==> src/rtl/multi_lifo.sv <==
// NCH independent LIFO stacks of 2**AWIDTH words sharing one memory, addressed {channel, slot}.
// Pop data is registered (valid one cycle after accept); no backpressure: rejected requests pulse ovf_o/udf_o.
module multi_lifo #(
  parameter int DWIDTH       = 16,
  parameter int AWIDTH       = 4,
  parameter int NCH          = 4,
  parameter int ALMOST_FULL  = 2,
  parameter int ALMOST_EMPTY = 2,
  localparam int CHW         = (NCH > 1) ? $clog2(NCH) : 1,
  localparam int UW          = AWIDTH + 1
) (
  input  logic              clk_i,
  input  logic              rst_ni,
  input  logic              wrreq_i,
  input  logic [CHW-1:0]    wr_ch_i,
  input  logic [DWIDTH-1:0] data_i,
  input  logic              rdreq_i,
  input  logic [CHW-1:0]    rd_ch_i,
  output logic [DWIDTH-1:0] q_o,
  output logic              q_valid_o,
  output logic [NCH-1:0]    empty_o,
  output logic [NCH-1:0]    almost_empty_o,
  output logic [NCH-1:0]    full_o,
  output logic [NCH-1:0]    almost_full_o,
  output logic [NCH*UW-1:0] usedw_o,
  output logic              ovf_o,
  output logic              udf_o
);

  localparam int D   = 1 << AWIDTH;
  localparam int MW  = CHW + AWIDTH;
  localparam int CW1 = CHW + 1;

  localparam logic [UW-1:0]  FULL_LVL = UW'(D);
  localparam logic [UW-1:0]  AF_LVL   = UW'(D - ALMOST_FULL);
  localparam logic [UW-1:0]  AE_LVL   = UW'(ALMOST_EMPTY);
  localparam logic [CW1-1:0] NCH_LVL  = CW1'(NCH);

  logic [DWIDTH-1:0] mem [2**MW];

  logic [UW-1:0]     used_q   [NCH];
  logic [UW-1:0]     used_nxt [NCH];
  logic [UW-1:0]     wr_used;
  logic [UW-1:0]     rd_used;
  logic              wr_in;
  logic              rd_in;
  logic              pop_acc;
  logic              push_acc;
  logic              replace;
  logic              ovf_nxt;
  logic              udf_nxt;
  logic [MW-1:0]     wr_addr;
  logic [MW-1:0]     rd_addr;

  // Fill level of the addressed channels; out-of-range channels read as 0 and are gated below.
  always_comb begin
    wr_used = '0;
    rd_used = '0;
    for (int c = 0; c < NCH; c++) begin
      if (wr_ch_i == CHW'(c)) wr_used = used_q[c];
      if (rd_ch_i == CHW'(c)) rd_used = used_q[c];
    end
  end

  always_comb begin
    wr_in    = {1'b0, wr_ch_i} < NCH_LVL;
    rd_in    = {1'b0, rd_ch_i} < NCH_LVL;
    pop_acc  = rdreq_i && rd_in && (rd_used != '0);
    // A same-channel push+pop on a non-empty stack swaps the top word, so it is legal even when full.
    replace  = pop_acc && wrreq_i && wr_in && (wr_ch_i == rd_ch_i);
    push_acc = wrreq_i && wr_in && ((wr_used != FULL_LVL) || replace);
    ovf_nxt  = wrreq_i && wr_in && !push_acc;
    udf_nxt  = rdreq_i && rd_in && !pop_acc;
    rd_addr  = {rd_ch_i, AWIDTH'(rd_used - UW'(1))};
    wr_addr  = replace ? {wr_ch_i, AWIDTH'(wr_used - UW'(1))}
                       : {wr_ch_i, AWIDTH'(wr_used)};
  end

  always_comb begin
    for (int c = 0; c < NCH; c++) begin
      used_nxt[c] = used_q[c];
      if (push_acc && !replace && (wr_ch_i == CHW'(c))) used_nxt[c] = used_nxt[c] + UW'(1);
      if (pop_acc && !replace && (rd_ch_i == CHW'(c)))  used_nxt[c] = used_nxt[c] - UW'(1);
    end
  end

  // Storage is not reset; stale contents are unreachable once usedw is cleared.
  always_ff @(posedge clk_i) begin
    if (push_acc) mem[wr_addr] <= data_i;
  end

  always_ff @(posedge clk_i or negedge rst_ni) begin
    if (!rst_ni) begin
      q_o       <= '0;
      q_valid_o <= 1'b0;
      ovf_o     <= 1'b0;
      udf_o     <= 1'b0;
    end else begin
      if (pop_acc) q_o <= mem[rd_addr];
      q_valid_o <= pop_acc;
      ovf_o     <= ovf_nxt;
      udf_o     <= udf_nxt;
    end
  end

  // Flags come from next-state fill levels so they move together with usedw_o.
  always_ff @(posedge clk_i or negedge rst_ni) begin
    if (!rst_ni) begin
      for (int c = 0; c < NCH; c++) used_q[c] <= '0;
      empty_o        <= '1;
      almost_empty_o <= '1;
      full_o         <= '0;
      almost_full_o  <= '0;
    end else begin
      for (int c = 0; c < NCH; c++) begin
        used_q[c]         <= used_nxt[c];
        empty_o[c]        <= (used_nxt[c] == '0);
        almost_empty_o[c] <= (used_nxt[c] <= AE_LVL);
        full_o[c]         <= (used_nxt[c] == FULL_LVL);
        almost_full_o[c]  <= (used_nxt[c] >= AF_LVL);
      end
    end
  end

  for (genvar g = 0; g < NCH; g++) begin : g_usedw
    assign usedw_o[g*UW +: UW] = used_q[g];
  end

endmodule

==> config.mk <==
export PLATFORM = sky130hd
export DESIGN_NAME = multi_lifo
export DESIGN_NICKNAME = d
export VERILOG_FILES = /design/src/rtl/multi_lifo.sv
export SDC_FILE = /design/constraint.sdc
export NUM_CORES = 1
export LEC_CHECK = 0
export ABC_AREA = 1
export CAP_MARGIN = 20
export CELL_PAD_IN_SITES_DETAIL_PLACEMENT = 0
export CELL_PAD_IN_SITES_GLOBAL_PLACEMENT = 1
export CORE_MARGIN = 2
export CORE_UTILIZATION = 45
export DETAILED_ROUTE_END_ITERATION = 10
export PLACE_DENSITY = 0.68
export SLEW_MARGIN = 30
export SYNTH_ARGS = -nofsm -noshare
export SYNTH_HDL_FRONTEND = slang
export SYNTH_SLANG_ARGS = --single-unit
==> constraint.sdc <==
create_clock -name clk_i -period 6.9 [get_ports clk_i]
set_clock_uncertainty 0.05 [all_clocks]
set_input_delay 1.38 -clock clk_i [delete_from_list [all_inputs] [get_ports clk_i]]
set_output_delay 1.38 -clock clk_i [all_outputs]
set_load 0.005 [all_outputs]
==> results of run 1 <==
## critical path, stage by stage
cell,delay [ns]
clkdlybuf4s50_1,0.83
inv_4,0.09
nor2_4,0.11
buf_4,0.28
nand2_1,0.08
o21ai_0,0.10
o22ai_1,0.18
ha_1,0.25
nand2_1,0.06
nor2_1,0.05
nand3_2,0.09
nand3_4,0.21
inv_2,0.15
nand2_1,0.09
xnor2_2,0.20
nand2_1,0.09
inv_1,0.07
nand2_1,0.47
nor2_1,0.57
buf_4,0.28
## how the worst max path moves through the flow
stage / from / to / slack, ns
after floorplan: rd_ch_i[0] / mem[0][0] / 2.02
after CTS: rd_ch_i[0] / mem[40][4] / 1.64
after detailed placement: rd_ch_i[0] / mem[40][1] / 0.93
after global placement: rd_ch_i[1] / mem[16][10] / 0.93
final: rd_ch_i[0] / mem[40][6] / 1.59
after global routing: rd_ch_i[0] / mem[40][0] / 1.33
## cell families (layout without fill, tap and decap cells)
logic type	after synthesis	count (layout)
xor+xnor	18	18
flops	1079	1079
compound gates	816	816
buf+inv	298	476
simple gates	1407	1407
fa+ha+maj	8	8
## registers in the layout, indices dropped and copies added (netlist names)
name / flops
almost_empty_o: 4
ovf_o: 1
udf_o: 1
usedw_o: 20
full_o: 4
empty_o: 4
almost_full_o: 4
q_valid_o: 1
mem: 1024
q_o: 16
## per-layer routing
metal / global-route usage (%) / vias up / part of all wire [%]
li1: - / 13200 / -
met1: 35.4 / 14100 / 46
met2: 36.3 / 823 / 45
met3: 3.13 / 164 / 5.9
met4: 7.12 / 0 / 2.6
met5: 0 / - / 0
## cell usage after synthesis (2+ instances only)
master / number
nor2_4: 4
xor2_1: 15
inv_2: 10
clkbuf_1: 115
nand4_1: 17
nor2_1: 919
o22ai_1: 2
inv_1: 60
o21ai_2: 14
buf_6: 12
nand3_1: 178
dfrtp_1: 47
buf_1: 7
edfxtp_1: 1024
nand2_4: 2
o21ai_0: 530
o211ai_1: 245
dfstp_2: 8
buf_2: 84
nand4_4: 2
nand2_2: 16
nand3_2: 3
ha_1: 8
xnor2_2: 2
nand2_1: 256
o21a_1: 4
buf_4: 8
a21oi_1: 10
nor2_2: 5
o21ai_1: 9
## cell type report
| cell class | count | area, um2 | area share [%] |
|---|---|---|---|
| Clock inverter | 50 | 404 | 0.807 |
| Sequential cell | 1079 | 32100 | 64.2 |
| Clock buffer | 155 | 3010 | 6.00 |
| Tap cell | 1287 | 1610 | 3.22 |
| Timing Repair Buffer | 199 | 1770 | 3.54 |
| Multi-Input combinational cell | 2249 | 10900 | 21.7 |
| Inverter | 72 | 284 | 0.567 |
## power by group
part	switching [W]	internal (W)
registers	0.000257	0.00742
logic	0.00486	0.00205
clock network	0.00250	0.00319
## metrics by stage
stage	cells	utilization [%]	hold WS [ns]	cell area, um2	power (W)
final	5091	51.1	0.621	50100	0.0203
after global placement	4885	47.6	0.589	46600	0.0147
after global routing	5091	51.1	0.627	50100	0.0213
after floorplan	3626	-	0.455	44300	0.0119
after CTS	5090	51.1	0.613	50000	0.0204
after detailed placement	4885	47.6	0.600	46600	0.0147
==> summary by stage, run 1 <==
Logic synthesis
The number of enable flip-flop cells after synthesis is 1024. Counting flops with an async set or reset pin after synthesis yields a share of 5.10%. After synthesis, the largest family of logic cells by area is simple AND/OR/NAND/NOR gates. The portion of the post-synthesis area used by sequential elements is 72.6%. The cell taking the most area after synthesis is edfxtp_1. Of the post-synthesis cell area, the part taken by muxes is 0%. The simple-gate area share of the yosys netlist is 13.0%. Among all flip-flop cells after synthesis, the most frequent one is edfxtp_1.

Synthesis instantiated 40 different standard cells from the library. In the synthesized netlist, the number of instances is 3626. The adder and majority cell fraction of the synthesized area is 0.226%. The total nets after synthesis is 3658. Ranked by total cell area, the synthesized netlist is headed by edfxtp_1 69%, nor2_1 7.8%, o21ai_0 6.0%. Yosys printed 0 warnings. After synthesis the netlist holds a flip-flop and latch count of 1079.

A synthesized cell averages 12.2 um2. The area share of the largest cell type after synthesis is 69.5%. Of the total synthesized cell area, the portion taken by XOR and XNOR cells is 0.407%. The cell area that synthesis handed to floorplanning was 44300 um2. The compound-gate portion of the synthesized area is 10.8%.

Detailed routing
After detailed routing, the average wire length per cell comes to 23.7 um. The routed design has 121000 um of wire. The iteration count of the initial detailed-routing pass is 6. Across all layers, the routed design uses 28300 vias. The count of nets left with antenna violations once routing finished came out at 0. For this block, the initial DRC count from the detailed router was 3000. The mean number of vias per cell is 5.56. After detailed routing, the number of remaining DRC violations is 0.

Critical path
In this run the critical register-to-register path is launched from usedw_o[1]. The highest fanout seen on the critical path is 18. Data on the critical path is required at its endpoint by 7.23 ns. The data arrival time of the critical path is 5.64 ns.

The launching element type of the critical path is an input pin. The endpoint identified for the worst register-to-register timing path is mem[40][6]. The reg-to-reg setup timing slack is 2.95 ns.

STA classifies the critical path endpoint as a flip-flop. The critical path is of the input pin to flip-flop type. Counting cells, the worst reg-to-reg path comes to 16.

Cells and area
The number of nets in the finished design is 3745. In the final layout, the share of cells above drive strength 1 is 9.81%. The repair_antennas step left the layout with diodes totalling 0.

The area growth from synthesis to layout is 13.1%. The library cells used most frequently in the layout, excluding fill and tap cells, are 1024 x edfxtp_1, 911 x nor2_1, 530 x o21ai_0. The number of filler cells placed in the layout is 8514.

Leaving out fill and tap cells, the most frequent cell in the layout is edfxtp_1.

Min path
The startpoint identified for the worst hold timing path is q_o[10]. The number of cells traversed by the worst hold path is 2. The path class of the lowest-slack min-delay path is flip-flop to flip-flop. The worst hold path terminates at q_o[10].

GRT
The total congestion overflow after global routing is 0. The number of global-route vias before repair is 27100. The wire length of the first global-routing pass is 179000 um. The pin count of the biggest net entering global routing is 209. The total global routing track utilization is 23.7%. The initial antenna violation count is 3.

STA
The setup slack of the critical path after layout is 1.59 ns. The pin slew with the least headroom to its limit is 1.04 ns. Setup repair after global routing left no endpoint under its margin. Setup violations remaining at the end of the flow were counted as 0. The final hold violation count came to 0. The final period utilization is 77.0%. The number of pins with negative max-slew slack in the final report was 0. In this run the tightest slew margin relative to its limit is 30.7%. For the finished layout, the period the worst path requires is 5.31 ns. Adding up every negative setup slack in the final design gives 0 ns. Derived from the worst setup path, the maximum achievable clock frequency is 188 MHz.

Clock tree
The root buffer cell is clkbuf_16. Clock-pin slew was measured on the worst setup and hold paths at 0.06 ns. The number of gates resized after CTS was 0. The clock tree synthesis step divided the H-tree into 3 levels. Clock tree synthesis found a total of 1079 sinks. The longest clock path from root to sink contains 3 buffers. The later-pin clock latency in the skew report is 0.68 ns. The number of buffers inserted by hold repair at cts is 0.

The clock tree from TritonCTS is built. The number of clock buffers added by TritonCTS is 112. The number of setup buffers added after CTS is 0.

Place
The worst setup timing slack at the placement stage is 0.930 ns. The final weighted congestion of routability-driven global placement is 0.846. Detailed placement finished with a half-perimeter wire length of 67100 um. Buffers placed on the I/O ports in this run total 78.

Flow run
The count of maximum capacitance violations is 0.

Die
The height of the die is 318 um. The standard-cell row count is 115. The standard cell core area is 98000 um2. The I/O pin count is 79. For this configuration, the core starts out at a cell density of 45.2%. The die covers 101000 um2. The die extent in x is 318 um.

Power and ir drop
The peak supply drop is 0.000409 V. For this design the ratio of total power to cell area is 405 nW/um2. The leakage component of the power is 16.7 nW.

Outcome
The flow ran to the end, and the final reports show no timing, DRC or antenna violations.
Note: power is estimated with default switching activity, not from simulation.
==> run 2: changes to the inputs <==
- PLACE_DENSITY: 0.68 -> 0.71
- clock period: 6.9 -> 4.55 ns (I/O delays scaled with it)
==> summary by stage, run 2 (same netlist as run 1, synthesis figures left out) <==
Outcome
The run finished with clean final reports.

Clock tree
The maximum clock path buffer count was 3 (unchanged). The count of instances resized after the clock tree is built is 0 (unchanged). The later-pin clock latency in the skew report is 0.69 ns (about the same).

The clock tree from TritonCTS is built. The maximum level of the CTS H-tree was 3 (unchanged). The number of buffers inserted by hold repair at cts was 0 (unchanged). The root buffer cell is clkbuf_16. The number of clock buffers inserted by TritonCTS is 112 (unchanged). The number of setup buffers added after CTS was 0 (unchanged).

The CTS sink count came to 1079 (unchanged). The clock-pin slew reported for the worst setup and hold paths after clock tree synthesis is 0.06 ns (about the same).

Die
The die extent in x is 318 um (unchanged). The height of the die is 318 um (unchanged). The standard cell core area was 98000 um2 (unchanged). The I/O pin count is 79 (unchanged).

The standard-cell row count is 115 (unchanged). The effective utilization at floorplan came to 45.2% (unchanged). The die area is 101000 um2 (unchanged).

Detailed routing
The post-route DRC violation count is 0 (unchanged). The number of violations reported at the end of detailed-routing iteration 0 is 3126 (+4.2%). The mean number of vias per cell is 5.58 (+0.35%). The final wirelength came to 121000 um (+0.30%). The count of nets left with antenna violations after detail routing was 0 (unchanged). The number of vias in the routed layout is 28900 (+1.9%). The final routed wire length divided by cell count came to 23.4 um (-1.2%).

The iteration count of the initial detailed-routing pass is 6 (unchanged).

STA
The worst slew slack as a fraction of its limit is 38.5% (+7.8 points). The post-route setup TNS is 0 ns (unchanged). The final period utilization is 81.5%.

The final hold violation count came to 0 (unchanged). The setup-violating endpoint count in the final report was 0 (unchanged). The number of pins with negative max-slew slack in the final report is 0 (unchanged). Setup repair after global routing left no endpoint under its margin. The clock period could shrink to 3.71 ns.

The pin slew with the least headroom to its limit is 0.922 ns (-0.117 ns). Derived from the worst setup path, the maximum achievable clock frequency is 270 MHz.

Critical path
The critical path's slowest cell is clkdlybuf4s50_1. The signal on the critical path passes through clkdlybuf4s50_1, nor2_4, inv_1, o21ai_0, o22ai_1, buf_4, ha_4, xor2_4, buf_12, inv_4, buf_12, buf_12, o211ai_1, nand3_1, nand2_1, nand2_1, nand2_1, nor2_1, nor2_1. The largest stage delay on the critical path is 0.60 ns (-0.23 ns).

STA classifies the critical path endpoint as a flip-flop. The required time at the endpoint of the critical path came to 5.07 ns (-2.16 ns). Broken down by cell family, the worst path's largest delay share belongs to buffers and inverters.

The highest fanout seen on the critical path is 24 (+6). The data arrival time of the critical path is 4.23 ns (-1.41 ns). The reg-to-reg setup timing slack is 1.28 ns (-1.67 ns). The sum of buffers and inverters on the critical path is 7 (+1).

The path type of the worst setup path is input pin to flip-flop. The launching element type of the critical path is an input pin.

GRT
The wire length of the first global-routing pass is 181000 um (+1.1%). The initial antenna violation count came to 2 (-1). The pin count of the biggest net entering global routing is 168 (-20%).

The total congestion overflow after global routing is 0 (unchanged). The total global routing track utilization was 23.9% (+0.19 points). The number of global-route vias before repair came to 27800 (+2.3%).

Flow run
The count of maximum capacitance violations is 0 (unchanged).

Power and ir drop
The leakage component of the power came to 17.4 nW (+4.1%). The peak supply drop is 0.000520 V (+27%). The power consumption was 0.0316 W (+56%). The power density normalized to cell area is 612 nW/um2 (+51%).

Cells and area
The number of filler cells placed in the layout is 8308 (-2.4%). Leaving out fill and tap cells, the most frequent cells in the layout are 1024 x edfxtp_1, 919 x nor2_1, 530 x o21ai_0. The flip-flop count of the largest register after layout was 1024 (unchanged). The register with the highest flop count is mem. The share of post-route cells with drive strength above 1 came to 11.6% (+1.8 points). Leaving out fill and tap cells, the most frequent cell in the layout is edfxtp_1.

The number of nets in the finished design is 3816 (+1.9%). Compared with the post-synthesis result, the final layout area differs by 16.7%.

Place
The number of port buffers is 78 (unchanged). The HPWL reported at the end of detailed placement came to 73500 um (+9.6%). The final weighted congestion of routability-driven global placement is 0.875 (+3.4%).

Min path
The path class of the lowest-slack min-delay path is input pin to asynchronous set/reset pin.
-- run 2: cell types whose count changed in the layout (fill, tap and decap cells not counted), moves of 2 or more --
cell / delta
clkbuf_8: +2
diode_2: +2
clkbuf_1: -21
clkbuf_16: +5
bufinv_16: +2
clkinv_1: +10
nor2_2: -8
buf_12: +73
clkinvlp_4: -3
clkinv_2: +12
clkinv_8: -2
nor2_1: +8
-- run 2: metal layers --
| metal | track usage [%] | share of wire, % |
|---|---|---|
| met1 | 35.2 | 45 |
| met2 | 37.5 | 47 |
| met3 | 3.38 | 6.2 |
| met4 | 6.13 | 2.3 |
| met5 | 0 | 0 |
-- run 2: metrics by stage --
step / instance area, um2 / worst slack (ns) / cells / utilization, % / hold slack [ns]
finish: 51600 / 0.843 / 5168 / 52.7 / 0.187
global route: 51600 / 0.627 / 5166 / 52.7 / 0.218
CTS: 51600 / 0.890 / 5166 / 52.7 / 0.167
detailed placement: 48100 / 0.168 / 4957 / 49.1 / 0.450
global placement: 48100 / 0.122 / 4957 / 49.1 / 0.439
floorplan: 44300 / 0.135 / 3626 / - / 0.455
-- run 2: power breakdown --
| group | switching [W] | internal [W] | total (W) |
|---|---|---|---|
| registers | 0.000375 | 0.0113 | 0.0116 |
| logic | 0.00745 | 0.00363 | 0.0111 |
| clock network | 0.00379 | 0.00511 | 0.00890 |
-- run 2: final timing paths --
| kind | depth (start not counted) | end | from |
|---|---|---|---|
| hold reg to reg | 2 | q_o[5] | q_o[5] |
| setup reg to reg | 17 | q_o[5] | usedw_o[1] |
| min in group clk_i | 2 | q_o[5] | q_o[5] |
| hold / removal | 1 | almost_full_o[3] | rst_ni |
| setup / recovery | 19 | q_o[5] | rd_ch_i[1] |
| max in group asynchronous | 2 | q_valid_o | rst_ni |
-- run 2: cell type report --
cell class / instances / area (um2) / area share [%]
flip-flops and latches: 1079 / 32100 / 62.2
multi-input cells: 2249 / 10800 / 21.0
repair buffers: 270 / 3200 / 6.20
clock buffers: 141 / 3080 / 5.96
well taps: 1287 / 1610 / 3.12
clock inverters: 68 / 498 / 0.964
inverters: 72 / 284 / 0.550
diodes: 2 / 5.00 / 0.00969
-- run 2: worst register-to-register path, cell delays in order, from the launching register on --
cell and delay, ns:
dfrtp_1 0.43, inv_1 0.16, o21ai_0 0.19, o22ai_1 0.12, buf_4 0.18, ha_4 0.17
xor2_4 0.18, buf_12 0.16, inv_4 0.13, buf_12 0.18, buf_12 0.22, o211ai_1 0.17
nand3_1 0.11, nand2_1 0.12, nand2_1 0.09, nand2_1 0.12, nor2_1 0.30, nor2_1 0.07
==> run 3: changes to the inputs <==
- clock period: 4.55 -> 3.1 ns (I/O delays scaled with it)
==> summary by stage, run 3 (same netlist as run 1, synthesis figures left out) <==
Outcome
The flow ran to the end, and the final reports show no timing, DRC or antenna violations.

STA
For the finished layout, the period the worst path requires is 2.98 ns. The post-route setup TNS came to 0 ns (unchanged). The pin slew with the least headroom to its limit is 0.837 ns (-0.0849 ns). The setup-violating endpoint count in the final report is 0 (unchanged). Setup repair after global routing left no endpoint under its margin. The worst slew slack as a fraction of its limit is 44.2% (+5.7 points). The final hold violation count was 0 (unchanged).

The smallest hold slack is 0.357 ns (+0.169 ns). Derived from the worst setup path, the maximum achievable clock frequency is 336 MHz. The final period utilization is 96.1%. The number of pins with negative max-slew slack in the final report is 0 (unchanged).

Critical path
The endpoint of the worst register-to-register path is mem[53][14]. The required time at the endpoint of the critical path was 3.44 ns (-1.63 ns). The reg-to-reg setup timing slack is 0.12 ns (-1.16 ns). The highest fanout seen on the critical path is 16 (-33%). The worst setup path is of the flip-flop to flip-flop kind. The element type at the critical path end is a flip-flop. The data arrival time of the critical path was 3.32 ns (-0.91 ns). STA classifies the critical path startpoint as a flip-flop. The worst register-to-register path begins at usedw_o[0]. The count of cells along the worst register-to-register path is 19 (+2).

Cells and area
The number of nets in the finished design is 4040 (+5.9%). More flip-flops sit in one register than any other, and that register is mem. The library cell used most frequently in the layout, excluding fill and tap cells, is edfxtp_1.

The library cells used most frequently in the layout, excluding fill and tap cells, are 1024 x edfxtp_1, 844 x nor2_1, 519 x o21ai_0. The share of post-route cells with drive strength above 1 is 20.1% (+8.5 points). The area of all placed cells without fillers is 55100 um2 (+6.8%).

The area growth from synthesis to layout is 24.6%. The flip-flop count of the largest register after layout is 1024 (unchanged). The final cell count without fillers is 5392 (+4.3%). The post-route core utilization is 56.3% (+3.6 points).

Clock tree
The CTS sink count is 1079 (unchanged). The later-pin clock latency in the skew report came to 0.69 ns (about the same). The maximum clock path buffer count is 3 (unchanged). The root buffer cell is clkbuf_16. The number of clock buffers inserted by TritonCTS is 111 (-0.89%). The maximum level of the CTS H-tree is 3 (unchanged).

The clock-pin slew reported for the worst setup and hold paths after clock tree synthesis is 0.06 ns (about the same). The clock tree from TritonCTS is built.

Detailed routing
The number of violations reported at the end of detailed-routing iteration 0 came to 3384 (+8.3%). After detailed routing, no signal wire sits above met4. The post-route DRC violation count came to 0 (unchanged). The final routed wire length divided by cell count is 24.2 um (+3.5%). The final wirelength was 131000 um (+8.0%). The number of vias in the routed layout is 30100 (+4.4%). The iteration count of the initial detailed-routing pass is 7 (+1). The met2 wire length is 60800 um (+7.9%).

The routed length on met3 is 9400 um (+26%). The met1 wire length is 57400 um (+5.4%). The mean number of vias per cell came to 5.59 (+0.11%). The count of nets left with antenna violations after detail routing is 0 (unchanged).

Min path
The endpoint of the worst hold path is mem[22][12]. Counting instances, the worst hold path has a depth of 1. The path class of the lowest-slack min-delay path is input pin to flip-flop. The hold path startpoint is data_i[12].

Power and ir drop
The net switching fraction of the power was 36.9% (+0.15 points). The internal power of the cells is 0.0320 W (+60%). The share of power burned in combinational logic was 41.3% (+6.2 points). The leakage component of the power is 19.0 nW (+9.2%). The clock power share is 25.2% (-3.0 points). The register share of total power is 33.5% (-3.3 points). The net switching component of the power came to 0.0187 W (+61%). The peak supply drop is 0.000521 V (+0.17%). The power density normalized to cell area is 920 nW/um2 (+50%).

Die
The die extent in x is 318 um (unchanged). The height of the die came to 318 um (unchanged). The standard cell core area is 98000 um2 (unchanged). The I/O pin count is 79 (unchanged). The standard-cell row count is 115 (unchanged). The effective utilization at floorplan is 45.2% (unchanged). The die area is 101000 um2 (unchanged).

Flow run
The count of maximum capacitance violations was 0 (unchanged).

GRT
The initial antenna violation count is 4 (+2). The number of global-route vias before repair is 28400 (+2.3%). The total congestion overflow after global routing came to 0 (unchanged).

The wire length of the first global-routing pass came to 188000 um (+3.5%). The pin count of the biggest net entering global routing is 163 (-3.0%). The total global routing track utilization was 25.0% (+1.2 points).

Place
The HPWL reported at the end of detailed placement was 77700 um (+5.7%). The post-placement cell area was 50000 um2 (+4.0%). The number of port buffers was 78 (unchanged).

The post-placement cell count is 5126 (+3.4%). The final weighted congestion of routability-driven global placement is 0.872 (-0.25%).
-- run 3: layout make-up --
cell class,instances,area (um2)
clock buffer,138,2920
sequential,1079,32100
multi-input combinational,2249,11500
timing repair buffer,495,6150
antenna,5,12.5
clock inverter,67,539
fill,7981,42800
inverter,72,315
tap,1287,1610
-- run 3: worst max path at each step --
stage / end / from / depth (start not counted)
4_1_cts: mem[61][9] / rd_ch_i[0] / 20
6_report: mem[53][14] / usedw_o[0] / 19
3_3_place_gp: q_o[2] / rd_ch_i[1] / 18
5_1_grt: mem[55][4] / usedw_o[0] / 19
2_1_floorplan: mem[16][0] / rd_ch_i[0] / 21
3_5_place_dp: q_o[2] / rd_ch_i[0] / 19
-- run 3: critical path, stage by stage, from the launching register on --
cell     delay [ns]
dfrtp_1        0.50
o21ai_2        0.12
nor2_4         0.19
inv_8          0.05
ha_4           0.15
nand2_2        0.05
nor2_2         0.04
nand3_2        0.08
nand3_4        0.12
buf_6          0.16
nand3_2        0.07
nand2_2        0.07
buf_4          0.17
nor2_4         0.08
buf_6          0.12
nand2_2        0.07
buf_8          0.14
buf_12         0.13
nor2_2         0.13
buf_12         0.19
-- run 3: routing by layer --
metal  vias up  track usage, %
met1     15000            36.7
li1      13900               -
met5         -               0
met4         0            6.92
met2      1082            39.1
met3       176            3.85
-- run 3: repair_timing --
action                                  in CTS  in global routing
buffers inserted                             5                 23
pin swaps                                   23                 59
cloned                                      11                 17
hold endpoints to repair                    47                  0
hold buffers                                 1                  0
gates resized for setup                     72                114
endpoints found under the setup margin    1042               1067
-- run 3: per-stage QoR --
stage / power [W] / setup WS (ns)
after global placement: 0.0354 / -0.952
after global routing: 0.0531 / 0.00657
after detailed placement: 0.0355 / -0.936
after CTS: 0.0495 / -0.0354
after floorplan: 0.0266 / -0.818
final: 0.0508 / 0.119
-- run 3: power groups by stage --
| stage | clock network (W) | logic (W) | registers [W] |
|---|---|---|---|
| 2_1_floorplan | 0 | 0.00947 | 0.0171 |
| 3_3_place_gp | 0 | 0.0181 | 0.0173 |
| 3_5_place_dp | 0 | 0.0182 | 0.0173 |
| 4_1_cts | 0.0130 | 0.0196 | 0.0170 |
| 5_1_grt | 0.0135 | 0.0225 | 0.0170 |
| 6_report | 0.0128 | 0.0210 | 0.0170 |
